--- src/rtl/compound_rr_arbiter_pkg.sv ---
// Shared types for the compound round-robin arbiter.
//   CompoundType   : payload carried on every sync/notify channel {mode, x, y}
//   COMPOUND_RESET : payload value held on arb_out while in reset
//   ArbSections    : section encoding of the arbiter FSM
package compound_arb_types;

   typedef enum logic {
      MODE_READ  = 1'b0,
      MODE_WRITE = 1'b1
   } CompoundMode;

   typedef struct packed {
      CompoundMode mode;
      logic [31:0] x;
      logic [31:0] y;
   } CompoundType;

   localparam CompoundType COMPOUND_RESET = '{mode: MODE_READ, x: 32'd0, y: 32'd0};

   typedef enum logic [1:0] {
      SEC_IDLE   = 2'd0,
      SEC_ACCEPT = 2'd1,
      SEC_SEND   = 2'd2
   } ArbSections;

endpackage

--- src/rtl/compound_rr_arbiter_rr_pick.sv ---
// Combinational round-robin picker.
//   i_req    : request vector, one bit per requester
//   i_ptr    : index given highest priority (must be < NUM_REQ)
//   o_valid  : at least one request is set
//   o_winner : first set index scanning i_ptr, i_ptr+1, ... mod NUM_REQ
module rr_pick #(
   parameter int NUM_REQ = 4,
   parameter int IDW     = $clog2(NUM_REQ)
) (
   input  logic [NUM_REQ-1:0] i_req,
   input  logic [IDW-1:0]     i_ptr,
   output logic               o_valid,
   output logic [IDW-1:0]     o_winner
);

   logic [2*NUM_REQ-1:0] w_dbl;
   logic [NUM_REQ-1:0]   w_rot;
   logic [IDW-1:0]       w_off;
   logic [IDW:0]         w_sum;

   // Rotating the doubled vector puts requester (ptr+k) mod NUM_REQ at bit k,
   // so a plain lowest-bit priority encode gives the round-robin offset.
   assign w_dbl = {i_req, i_req} >> i_ptr;
   assign w_rot = w_dbl[NUM_REQ-1:0];

   always_comb begin
      o_valid = 1'b0;
      w_off   = '0;
      for (int k = NUM_REQ - 1; k >= 0; k--) begin
         if (w_rot[k]) begin
            o_valid = 1'b1;
            w_off   = IDW'(k);
         end
      end
   end

   // Explicit modulo so a non-power-of-2 NUM_REQ never yields an index >= NUM_REQ.
   always_comb begin
      w_sum = {1'b0, i_ptr} + {1'b0, w_off};
      if (w_sum >= (IDW+1)'(NUM_REQ)) begin
         w_sum = w_sum - (IDW+1)'(NUM_REQ);
      end
      o_winner = w_sum[IDW-1:0];
   end

endmodule

--- src/rtl/compound_rr_arbiter.sv ---
// Round-robin arbiter sharing one CompoundType output channel between
// NUM_REQ requesters, all using the sync (peer ready) / notify (we offer)
// handshake; a transfer happens on a rising clk edge with both high.
//   clk, rst        : clock, async active-low reset
//   req_in          : per-requester payload
//   req_in_sync     : requester i holds valid payload
//   req_in_notify   : arbiter accepts from requester i (at most one bit high)
//   arb_out         : forwarded payload, stable while arb_out_notify is high
//   arb_out_sync    : consumer ready
//   arb_out_notify  : arbiter offers arb_out
//   grant_id        : index of the currently granted requester
//   xfer_count      : completed output transfers, wraps silently
//
// section    | meaning
// SEC_IDLE   | no notify high; pick next requester round-robin from rr_ptr
// SEC_ACCEPT | notify to granted requester; latch payload if it still syncs
// SEC_SEND   | offer latched payload to consumer until it syncs
module compound_rr_arbiter
   import compound_arb_types::*;
#(
   parameter int NUM_REQ = 4,
   localparam int IDW    = $clog2(NUM_REQ)
) (
   input  logic                      clk,
   input  logic                      rst,
   input  CompoundType [NUM_REQ-1:0] req_in,
   input  logic [NUM_REQ-1:0]        req_in_sync,
   output logic [NUM_REQ-1:0]        req_in_notify,
   output CompoundType               arb_out,
   input  logic                      arb_out_sync,
   output logic                      arb_out_notify,
   output logic [IDW-1:0]            grant_id,
   output logic [31:0]               xfer_count
);

   localparam logic [NUM_REQ-1:0] REQ_ONE = NUM_REQ'(1);

   ArbSections         r_sec;
   logic [NUM_REQ-1:0] r_req_notify;
   CompoundType        r_arb_out;
   logic               r_arb_notify;
   logic [IDW-1:0]     r_grant_id;
   logic [IDW-1:0]     r_rr_ptr;
   logic [31:0]        r_xfer_count;

   logic               w_valid;
   logic [IDW-1:0]     w_winner;
   logic [IDW-1:0]     w_ptr_next;

   rr_pick #(
      .NUM_REQ (NUM_REQ),
      .IDW     (IDW)
   ) u_rr_pick (
      .i_req    (req_in_sync),
      .i_ptr    (r_rr_ptr),
      .o_valid  (w_valid),
      .o_winner (w_winner)
   );

   assign w_ptr_next = (r_grant_id == IDW'(NUM_REQ - 1)) ? '0 : r_grant_id + 1'b1;

   always_ff @(posedge clk or negedge rst) begin
      if (!rst) begin
         r_sec        <= SEC_IDLE;
         r_req_notify <= '0;
         r_arb_out    <= COMPOUND_RESET;
         r_arb_notify <= 1'b0;
         r_grant_id   <= '0;
         r_rr_ptr     <= '0;
         r_xfer_count <= '0;
      end else begin
         case (r_sec)
            SEC_IDLE: begin
               if (w_valid) begin
                  r_grant_id   <= w_winner;
                  r_req_notify <= REQ_ONE << w_winner;
                  r_sec        <= SEC_ACCEPT;
               end
            end
            SEC_ACCEPT: begin
               r_req_notify <= '0;
               if (req_in_sync[r_grant_id]) begin
                  r_arb_out    <= req_in[r_grant_id];
                  r_arb_notify <= 1'b1;
                  r_sec        <= SEC_SEND;
               end else begin
                  // Withdrawn request: rr_ptr untouched so the same requester
                  // keeps priority when it asks again.
                  r_sec <= SEC_IDLE;
               end
            end
            SEC_SEND: begin
               if (arb_out_sync) begin
                  r_arb_notify <= 1'b0;
                  r_rr_ptr     <= w_ptr_next;
                  r_xfer_count <= r_xfer_count + 32'd1;
                  r_sec        <= SEC_IDLE;
               end
            end
            default: begin
               r_sec        <= SEC_IDLE;
               r_req_notify <= '0;
               r_arb_notify <= 1'b0;
            end
         endcase
      end
   end

   assign req_in_notify  = r_req_notify;
   assign arb_out        = r_arb_out;
   assign arb_out_notify = r_arb_notify;
   assign grant_id       = r_grant_id;
   assign xfer_count     = r_xfer_count;

endmodule

--- config.mk ---
export PLATFORM = sky130hd
export DESIGN_NAME = compound_rr_arbiter
export DESIGN_NICKNAME = d
export VERILOG_FILES = /design/src/rtl/compound_rr_arbiter_pkg.sv /design/src/rtl/compound_rr_arbiter_rr_pick.sv /design/src/rtl/compound_rr_arbiter.sv
export SDC_FILE = /design/constraint.sdc
export NUM_CORES = 1
export LEC_CHECK = 0
export ABC_AREA = 1
export ABC_CLOCK_PERIOD_IN_PS = 2150
export BUFFER_PORTS_ARGS = -buffer_cell sky130_fd_sc_hd__buf_2
export CAP_MARGIN = 40
export CORE_AREA = 2 2 144 146
export DETAILED_ROUTE_END_ITERATION = 10
export DIE_AREA = 0 0 146 148
export HOLD_SLACK_MARGIN = 0.05
export SETUP_SLACK_MARGIN = 0.3
export SLEW_MARGIN = 20
export SYNTH_ARGS = -nofsm -noshare
export SYNTH_HDL_FRONTEND = slang
export SYNTH_SLANG_ARGS = --single-unit
--- constraint.sdc ---
create_clock -name clk -period 2.15 [get_ports clk]
set_input_delay 0.43 -clock clk [delete_from_list [all_inputs] [get_ports clk]]
set_output_delay 0.43 -clock clk [all_outputs]
set_load 0.02 [all_outputs]
### Yosys cells after proc, flatten, opt, wreduce, memory -nomap -nowiden

Cells that the tools add are included.

* register bits after elaboration: 108
* input port bits: 267
* output and inout bits: 104
* logic and storage cells: 55

* $add $sub $neg: 4
* magnitude comparators: 2
* eq/ne operators: 6
* shift operators: 2
* mux-type cells: 23
* bitwise gates (word level): 2
* reduce and logical (&&, ||, !) cells: 7

Operator list (number)
* binary-select mux 65 bit (select 2 bit): 1
* two-way mux 65 bit: 1
* adder 32 x 1 -> 32 bit, second input constant: 1
* two-way mux 2 bit: 9
* AND reduction 2 bit: 5
* one-hot mux 4 bit (2 select lines): 1
* >> shifter 8 x 2 -> 4 bit: 1
* two-way mux 1 bit: 7
* one-hot mux 2 bit (3 select lines): 1
* equality test 2 bit, second input constant: 2
* two-way mux 4 bit: 1
* inequality test 2 bit, second input constant: 2
* left shift 1 x 2 -> 4 bit, first input constant: 1
* adder 2 x 2 -> 3 bit: 1
* >= comparator 3 bit, second input constant: 1
* < comparator 2 x 3 -> 1 bit, second input constant: 1
* one-hot mux 1 bit (3 select lines): 1
* AND reduction 3 bit: 1
* adder 2 x 1 -> 2 bit, second input constant: 1
* binary-select mux 1 bit (select 2 bit): 1
* equality test 2 x 1 -> 1 bit, second input constant: 1
* logical NOT 2 bit: 1
* inequality test 2 x 1 -> 1 bit, second input constant: 1
* inverter 1 bit: 2
* subtractor 2 x 1 -> 2 bit, second input constant: 1

### Depth between registers and ports, before layout

Gate-level depths: netlist of run 1.

* depth after elaboration: 11
* gate-level depth with buffers: 13
* depth with buffers taken out: 13

### Hierarchy

Synthesis of run 1 repeated with hierarchy kept, for this count alone.

* cells, all modules: 961
* area, all modules: 6667.6 µm²

Modules (own cells, without submodules)
* compound_rr_arbiter: instances 1, cells each 926, area an instance 6502.5 µm², seq. area each 2702.6 µm²
* rr_pick: instances 1, cells each 35, area an instance 165.2 µm², seq. area each 0.0 µm²

### Least setup slack after synthesis of run 1

No wires, ideal clock.

* path kind: register -> register
* from: reg r_rr_ptr[0]
* to: reg r_grant_id[1] (netlist: grant_id[1])
* library setup time: 0.132 ns
* arrival: 1.578 ns
* required time: 2.018 ns
* setup slack: 0.439 ns
* stages on the path, launching flop included: 14
* buffers on the path: 0
* period minus slack after synthesis: 1.711 ns
* cells stage by stage: dfrtp_1 -> inv_1 -> nand2_1 -> nand3_1 -> nand2_1 -> nand3_1 -> a21boi_0 -> ha_1 -> xor2_1 -> inv_1 -> nand3_1 -> nand2_1 -> nand2_1 -> o21ai_0

* longest elaborated chain between the ends: 8
* elaborated cells on any way between the ends: 14
* those cells by class: add/sub: 2; order compare: 1; shift: 1; mux: 9; reduce/logical: 1

RTL lines
* from (decl): RTL line compound_rr_arbiter.sv:43 `logic [IDW-1:0] r_rr_ptr;`
* from (signal assigned): RTL line compound_rr_arbiter.sv:95 `r_rr_ptr <= w_ptr_next;`
* >> shifter 8 x 2 -> 4 bit: RTL line compound_rr_arbiter_rr_pick.sv:23 `assign w_dbl = {i_req, i_req} >> i_ptr;`
* two-way mux 2 bit (4 in a row): RTL line compound_rr_arbiter_rr_pick.sv:30 `if (w_rot[k]) begin`
* adder 2 x 2 -> 3 bit: RTL line compound_rr_arbiter_rr_pick.sv:39 `w_sum = {1'b0, i_ptr} + {1'b0, w_off};`
* >= comparator 3 bit or subtractor 2 x 1 -> 2 bit (tied branches): RTL line compound_rr_arbiter_rr_pick.sv:40, compound_rr_arbiter_rr_pick.sv:41
* two-way mux 2 bit: RTL line compound_rr_arbiter_rr_pick.sv:40 `if (w_sum >= (IDW+1)'(NUM_REQ)) begin`
* to (signal assigned): RTL line compound_rr_arbiter.sv:75 `r_grant_id <= w_winner;`
* to (decl): RTL line compound_rr_arbiter.sv:42 `logic [IDW-1:0] r_grant_id;`

Several ways; a longest one is shown, not always the timed one.
A chain may end at the register's enable or synchronous reset.

### Final worst setup path of run 1

Same ends and word-level chain as after synthesis.

==> results of run 1 <==
## registers in the layout, summed over array words and instances, names as in the netlist
register,cells
arb_out_notify,1
r_rr_ptr,2
req_in_notify,4
grant_id,2
arb_out,65
xfer_count,32
r_sec,2
## metal layers
layer	vias to the layer above	track usage, %	wire (microns)
met4	2	8.93	775
met2	311	37.9	12700
li1	3845	-	-
met3	42	6.08	1930
met1	3634	30.2	11200
met5	-	0	13
## where the power goes
part | internal [mW] | switching, mW | total, mW
Combinational | 2.31 | 4.64 | 6.95
Clock | 0.804 | 0.749 | 1.55
Sequential | 2.77 | 0.497 | 3.27
Total | 5.89 | 5.88 | 11.8
## cells in the final DEF, fill, tap and decap left out, types with 9 or more instances in the layout
cell type / count
nand3_1: 21
dfrtp_1: 104
xor2_1: 19
nor2_1: 160
clkbuf_16: 9
nand2_1: 293
nand2_2: 9
buf_4: 14
inv_1: 35
buf_2: 369
o22ai_1: 65
o21ai_0: 135
## cell usage after synthesis
| master | count |
|---|---|
| nand2_1 | 302 |
| nor2_1 | 160 |
| o21ai_0 | 138 |
| dfrtp_1 | 108 |
| o22ai_1 | 65 |
| inv_1 | 38 |
| clkbuf_1 | 32 |
| nand3_1 | 28 |
| xor2_1 | 20 |
| buf_2 | 15 |
| buf_6 | 7 |
| nor3_1 | 7 |
| nor2_2 | 6 |
| buf_4 | 5 |
| nand4_1 | 5 |
| xnor2_1 | 5 |
| inv_2 | 4 |
| nor4_1 | 4 |
| ha_1 | 3 |
| a21boi_0 | 1 |
| a22oi_1 | 1 |
| nand2_2 | 1 |
| nand3_2 | 1 |
| nand3_4 | 1 |
| nand3b_1 | 1 |
| nand4_2 | 1 |
| nor3_2 | 1 |
| o21ai_1 | 1 |
| o21bai_1 | 1 |
| o22ai_2 | 1 |
| o31ai_1 | 1 |
## stage by stage
stage	instance area [sq um]	worst slack (ns)
after floorplan	6640	0.439
after global placement	8730	0.249
after detailed placement	8730	0.232
after CTS	9010	0.283
after global routing	9130	0.213
final	9140	0.319
## critical path: cells and delay by family, from the launching register on
kind	cells	cell delay, ns
xor+xnor	1	0.17
fa+ha+maj	1	0.20
compound gates	2	0.20
buf+inv	2	0.14
simple gates	7	0.54
flops	1	0.46
## cell families after synthesis
kind of cell | Yosys count
simple gates | 518
xor+xnor | 25
buf+inv | 101
compound gates | 209
fa+ha+maj | 3
flops | 108
## how the worst max path moves through the flow
stage / startpoint / endpoint / slack, ns / depth (start not counted)
floorplan: r_rr_ptr[0] / grant_id[1] / 0.44 / 13
global placement: req_in_sync[1] / grant_id[1] / 0.25 / 13
detailed placement: req_in_sync[1] / req_in_notify[0] / 0.23 / 12
CTS: r_rr_ptr[0] / grant_id[1] / 0.28 / 12
global route: grant_id[0] / arb_out[7] / 0.21 / 8
finish: r_rr_ptr[0] / grant_id[1] / 0.32 / 13
## what timing repair did
action,4_1_cts,5_1_grt
buffers inserted,0,2
gates resized for setup,4,30
hold buffers,1,0
endpoints found under the setup margin,7,75
endpoints found under the hold margin,20,0
pin swaps,0,9
## area by class of cell
cell class / instances / area (sq um)
sequential: 108 / 2710
clock inverter: 4 / 27.5
timing repair buffer: 391 / 2090
tap: 270 / 338
multi-input combinational: 755 / 3550
fill: 2099 / 10900
clock buffer: 10 / 239
inverter: 42 / 163
antenna: 8 / 20.0
==> results.py, run 1 <==
metrics = {
    "outcome": {
        "status": "finished clean",
    },
    "synthesis": {
        "netlist_instances": 964,
        "synth_top_cell_area_share_pct": 40.7,
        "yosysTopAreaCell": "dfrtp_1",
        "synth_compound_area_share_pct": 17.2,
        "ys_types": 31,
        "synth-seq-cells": 108,
        "synth.cell_area_sq_um": 6640,
        "synthSimpleGateAreaFrac_pct": 31.1,
        "synth_fa_ha_area_share_pct": 0.565,
        "synth_area_leaders": "dfrtp_1 (41%), nand2_1 (17%), o21ai_0 (10%)",
        "avgSynthCellArea_sq_um": 6.89,
        "synth.yosys.seq_area_share_pct": 40.7,
        "yosys_warnings": 0,
        "synth.net_count": 1234,
        "synthMuxAreaShare_pct": 0,
        "synthXorXnorAreaFrac_pct": 3.30,
        "synth_top_family_by_area": "simple AND/OR/NAND/NOR gates",
    },
    "floorplanning": {
        "die-area_sq_um": 21600,
        "die_height_microns": 148,
        "coreArea_sq_um": 20000,
        "rows": 52,
        "initial_core_util_pct": 33.1,
        "io_pins": 371,
        "die_x_microns": 146,
    },
    "worst_setup_path": {
        "r2r_end": "grant_id[1]",
        "crit_path_top_delay_cell": "dfrtp_2",
        "cp.required_ns": 2.37,
        "worstPathArrival_ns": 2.05,
        "cp_cell_sequence": "inv_4 > nand2_2 > nand3_2 > nand2_2 > nand3_2 > a21boi_2 > ha_2 > xor2_2 > inv_1 > nand3_2 > nand2_4 > nand2_1 > o21ai_1",
        "cp-end-kind": "flop",
        "r2r_slack_ns": 0.32,
        "path_max_fanout": 7,
        "critPathKind": "reg2reg",
        "cp_slowest_stage_delay_ns": 0.46,
        "reg2reg_from": "r_rr_ptr[0]",
        "reg2regPathDepth": 13,
        "cp-start-kind": "flop",
        "path_common_cell": "nand3_2",
    },
    "drt": {
        "routed_via_density": 4.93,
        "routed_wire_length_per_instance_microns": 16.7,
        "drtIter0Drc": 482,
        "antenna_left": 0,
        "route.vias.total": 7834,
        "drcViolationCount": 0,
        "firstDrtPassIters": 5,
        "drt_wl_total_microns": 26600,
    },
    "global_routing": {
        "grt_pass1_vias": 7239,
        "grt_start_max_net_pins": 110,
        "antenna_found_initial": 9,
        "grtUsageTotal_pct": 23.4,
        "grt_pass1_wl_microns": 39500,
        "grt_overflow": 0,
    },
    "final_layout": {
        "finalNetCount": 1577,
        "fin_cells": 1588,
        "drive_above_1_share_pct": 34.0,
        "syn_to_final_growth_pct": 37.6,
        "utilization_pct": 45.6,
    },
    "timing": {
        "setup_viol_count_final": 0,
        "drv_slew": 0,
        "finalCritPeriodShare_pct": 85.2,
        "hold_viol": 0,
        "rsz0062_at_grt": "yes",
        "tns_ns": 0,
        "worst_pin_slew_ns": 0.477,
        "fin_worst_skew_ns": 0.00792,
        "hold_ws_ns": 0.440,
        "max_freq_mhz": 546,
        "period_needed_ns": 1.83,
        "slew_headroom_pct": 68.2,
    },
    "power": {
        "power_mw": 11.8,
        "power.density_nw_per_um2": 1290,
        "peakVddDrop_v": 0.000635,
        "power_leakage_nw": 4.91,
    },
    "clock_network": {
        "clockRootBuffer": "clkbuf_16",
        "clkSlewWorstSetupHoldPaths_ns": 0.07,
        "cts_buffers": 9,
        "tritoncts": "done",
        "cts.path.max_buffers": 2,
        "cts_sinks": 108,
        "insertion_delay_ns": 0.35,
        "htreeDepth": 3,
    },
    "placed_design": {
        "port-buffer-count": 370,
        "hpwl_microns": 20200,
        "dp_cells": 1563,
        "place_congestion": 0.929,
    },
    "worst_hold_path": {
        "min_from": "arb_out_sync",
        "min_path_cells": 4,
        "holdCritPathClass": "in2reg",
        "hold_end": "r_sec[1]",
    },
    "job": {
        "cap_violations": 0,
    },
}
(Power assumes the default switching activity.)
==> run 2, diff against run 1 <==
- PLACE_DENSITY_LB_ADDON: not set -> 0.08
==> results.py, run 2 (synthesis gave the netlist of run 1 again) <==
metrics = {
    "global_routing": {
        "antenna_found_initial": 1,
        "grtUsageTotal_pct": 22.7,
        "grt_overflow": 0,
        "grt_pass1_wl_microns": 39100,
        "grtUsageMet2_pct": 39.3,
        "met3_usage_pct": 4.44,
        "grt_pass1_vias": 7410,
        "grt_start_max_net_pins": 132,
        "grt_util_met1_pct": 29.0,
        "busiest_layer": "met2",
    },
    "timing": {
        "setup_ws_ns": 0.340,
        "setup_viol_count_final": 0,
        "fin_worst_skew_ns": 0.00990,
        "hold_ws_ns": 0.446,
        "slew_headroom_pct": 62.0,
        "finalCritPeriodShare_pct": 84.2,
        "rsz0062_at_grt": "yes",
        "period_needed_ns": 1.81,
        "worst_pin_slew_ns": 0.570,
        "drv_slew": 0,
        "tns_ns": 0,
        "max_freq_mhz": 553,
        "hold_viol": 0,
    },
    "final_layout": {
        "diodes": 0,
        "mostFrequentLayoutCells": "buf_2 (369), nand2_1 (294), nor2_1 (160), o21ai_0 (136), dfrtp_1 (104)",
        "syn_to_final_growth_pct": 39.4,
        "finalNetCount": 1574,
        "drive_above_1_share_pct": 33.9,
        "nFillCells": 2155,
        "utilization_pct": 46.2,
        "largest_register_ffs": 65,
        "final_common_cell": "buf_2",
    },
    "worst_setup_path": {
        "reg2reg_from": "r_rr_ptr[0]",
        "crit_path_top_delay_cell": "dfrtp_2",
        "cp-end-kind": "flop",
        "critPathKind": "reg2reg",
        "cp_top_family": "simple AND/OR/NAND/NOR gates",
        "worstPathArrival_ns": 2.03,
        "cp_slowest_stage_delay_ns": 0.48,
        "reg2regPathDepth": 12,
        "path_common_cell": "nand3_2",
        "r2r_end": "grant_id[1]",
        "cp_cell_sequence": "nand2_2 > nand3_2 > nand2_2 > nand3_2 > a21boi_2 > ha_2 > xor2_2 > inv_1 > nand3_2 > nand2_4 > nand2_1 > o21ai_1",
        "r2r_slack_ns": 0.34,
        "cp-start-kind": "flop",
        "path_max_fanout": 6,
        "crit_buf_inv": 1,
        "cp.required_ns": 2.37,
    },
    "floorplanning": {
        "coreArea_sq_um": 20000,
        "initial_core_util_pct": 33.1,
        "die_x_microns": 146,
        "io_pins": 371,
        "die-area_sq_um": 21600,
        "die_height_microns": 148,
        "rows": 52,
    },
    "placed_design": {
        "hpwl_microns": 18700,
        "place_congestion": 0.848,
        "place_ws_ns": 0.202,
        "port-buffer-count": 370,
    },
    "clock_network": {
        "cts_sinks": 108,
        "cts.path.max_buffers": 2,
        "tritoncts": "done",
        "insertion_delay_ns": 0.35,
        "htreeDepth": 3,
        "clkSlewWorstSetupHoldPaths_ns": 0.08,
        "clockRootBuffer": "clkbuf_16",
        "cts_buffers": 9,
    },
    "drt": {
        "firstDrtPassIters": 4,
        "drt_wl_total_microns": 26100,
        "route.vias.total": 7697,
        "routed_via_density": 4.87,
        "antenna_left": 0,
        "drcViolationCount": 0,
        "drtIter0Drc": 400,
        "routed_wire_length_per_instance_microns": 16.5,
    },
    "outcome": {
        "status": "finished clean",
    },
    "power": {
        "power_mw": 12.3,
        "power.density_nw_per_um2": 1330,
        "power_leakage_nw": 4.98,
        "peakVddDrop_v": 0.000841,
    },
    "worst_hold_path": {
        "min_from": "req_in[20]",
        "hold_end": "arb_out[20]",
        "min_path_cells": 5,
        "holdCritPathClass": "in2reg",
    },
    "job": {
        "cap_violations": 0,
    },
}
==> run 2: worst max-delay path by stage <==
| stage | startpoint | to | slack (ns) | cells after the start |
|---|---|---|---|---|
| finish | r_rr_ptr[0] | grant_id[1] | 0.34 | 12 |
| global route | r_rr_ptr[0] | grant_id[1] | 0.22 | 12 |
| CTS | r_rr_ptr[0] | grant_id[1] | 0.30 | 12 |
| detailed placement | req_in_sync[1] | grant_id[1] | 0.20 | 13 |
| global placement | req_in_sync[1] | grant_id[1] | 0.19 | 13 |
| floorplan | r_rr_ptr[0] | grant_id[1] | 0.44 | 13 |
==> run 2: cell type report <==
| class | count | area (sq um) | area share, % |
|---|---|---|---|
| Multi-Input combinational cell | 755 | 3550 | 38.4 |
| Sequential cell | 108 | 2710 | 29.3 |
| Timing Repair Buffer | 388 | 2120 | 23.0 |
| Tap cell | 270 | 338 | 3.65 |
| Clock buffer | 11 | 253 | 2.73 |
| Inverter | 42 | 170 | 1.84 |
| Clock inverter | 5 | 106 | 1.15 |
==> run 2: timing repair <==
item,in CTS,in global routing
pin swaps,0,6
setup buffers,1,2
hold buffers,1,0
resized for setup,4,32
gates cloned,0,2
endpoints found under the hold margin,18,0
endpoints found under the setup margin,48,46
==> run 2: metal layers <==
metal / wire length [microns] / vias to the layer above
met1: 11100 / 3570
met3: 1580 / 22
met4: 385 / 0
met2: 13000 / 268
li1: - / 3837
met5: 0 / -
==> run 2: power breakdown <==
| part | total (mW) | leakage (nW) | internal (mW) | switching [mW] |
|---|---|---|---|---|
| Combinational | 7.05 | 3.44 | 2.37 | 4.68 |
| Sequential | 3.27 | 1.36 | 2.77 | 0.503 |
| Clock | 1.97 | 0.172 | 1.21 | 0.766 |
| Total | 12.3 | 4.98 | 6.35 | 5.95 |
==> run 2: per-stage QoR <==
stage / instance area (sq um) / cells
after floorplan: 6640 / 964
after global placement: 8690 / 1557
after detailed placement: 8690 / 1557
after CTS: 9070 / 1575
after global routing: 9250 / 1579
final: 9250 / 1579
==> run 2: worst register-to-register path: stages, from the launching register on <==
cell,delay [ns]
dfrtp_2,0.48
nand2_2,0.13
nand3_2,0.09
nand2_2,0.09
nand3_2,0.07
a21boi_2,0.14
ha_2,0.21
xor2_2,0.14
inv_1,0.07
nand3_2,0.09
nand2_4,0.07
nand2_1,0.05
o21ai_1,0.06
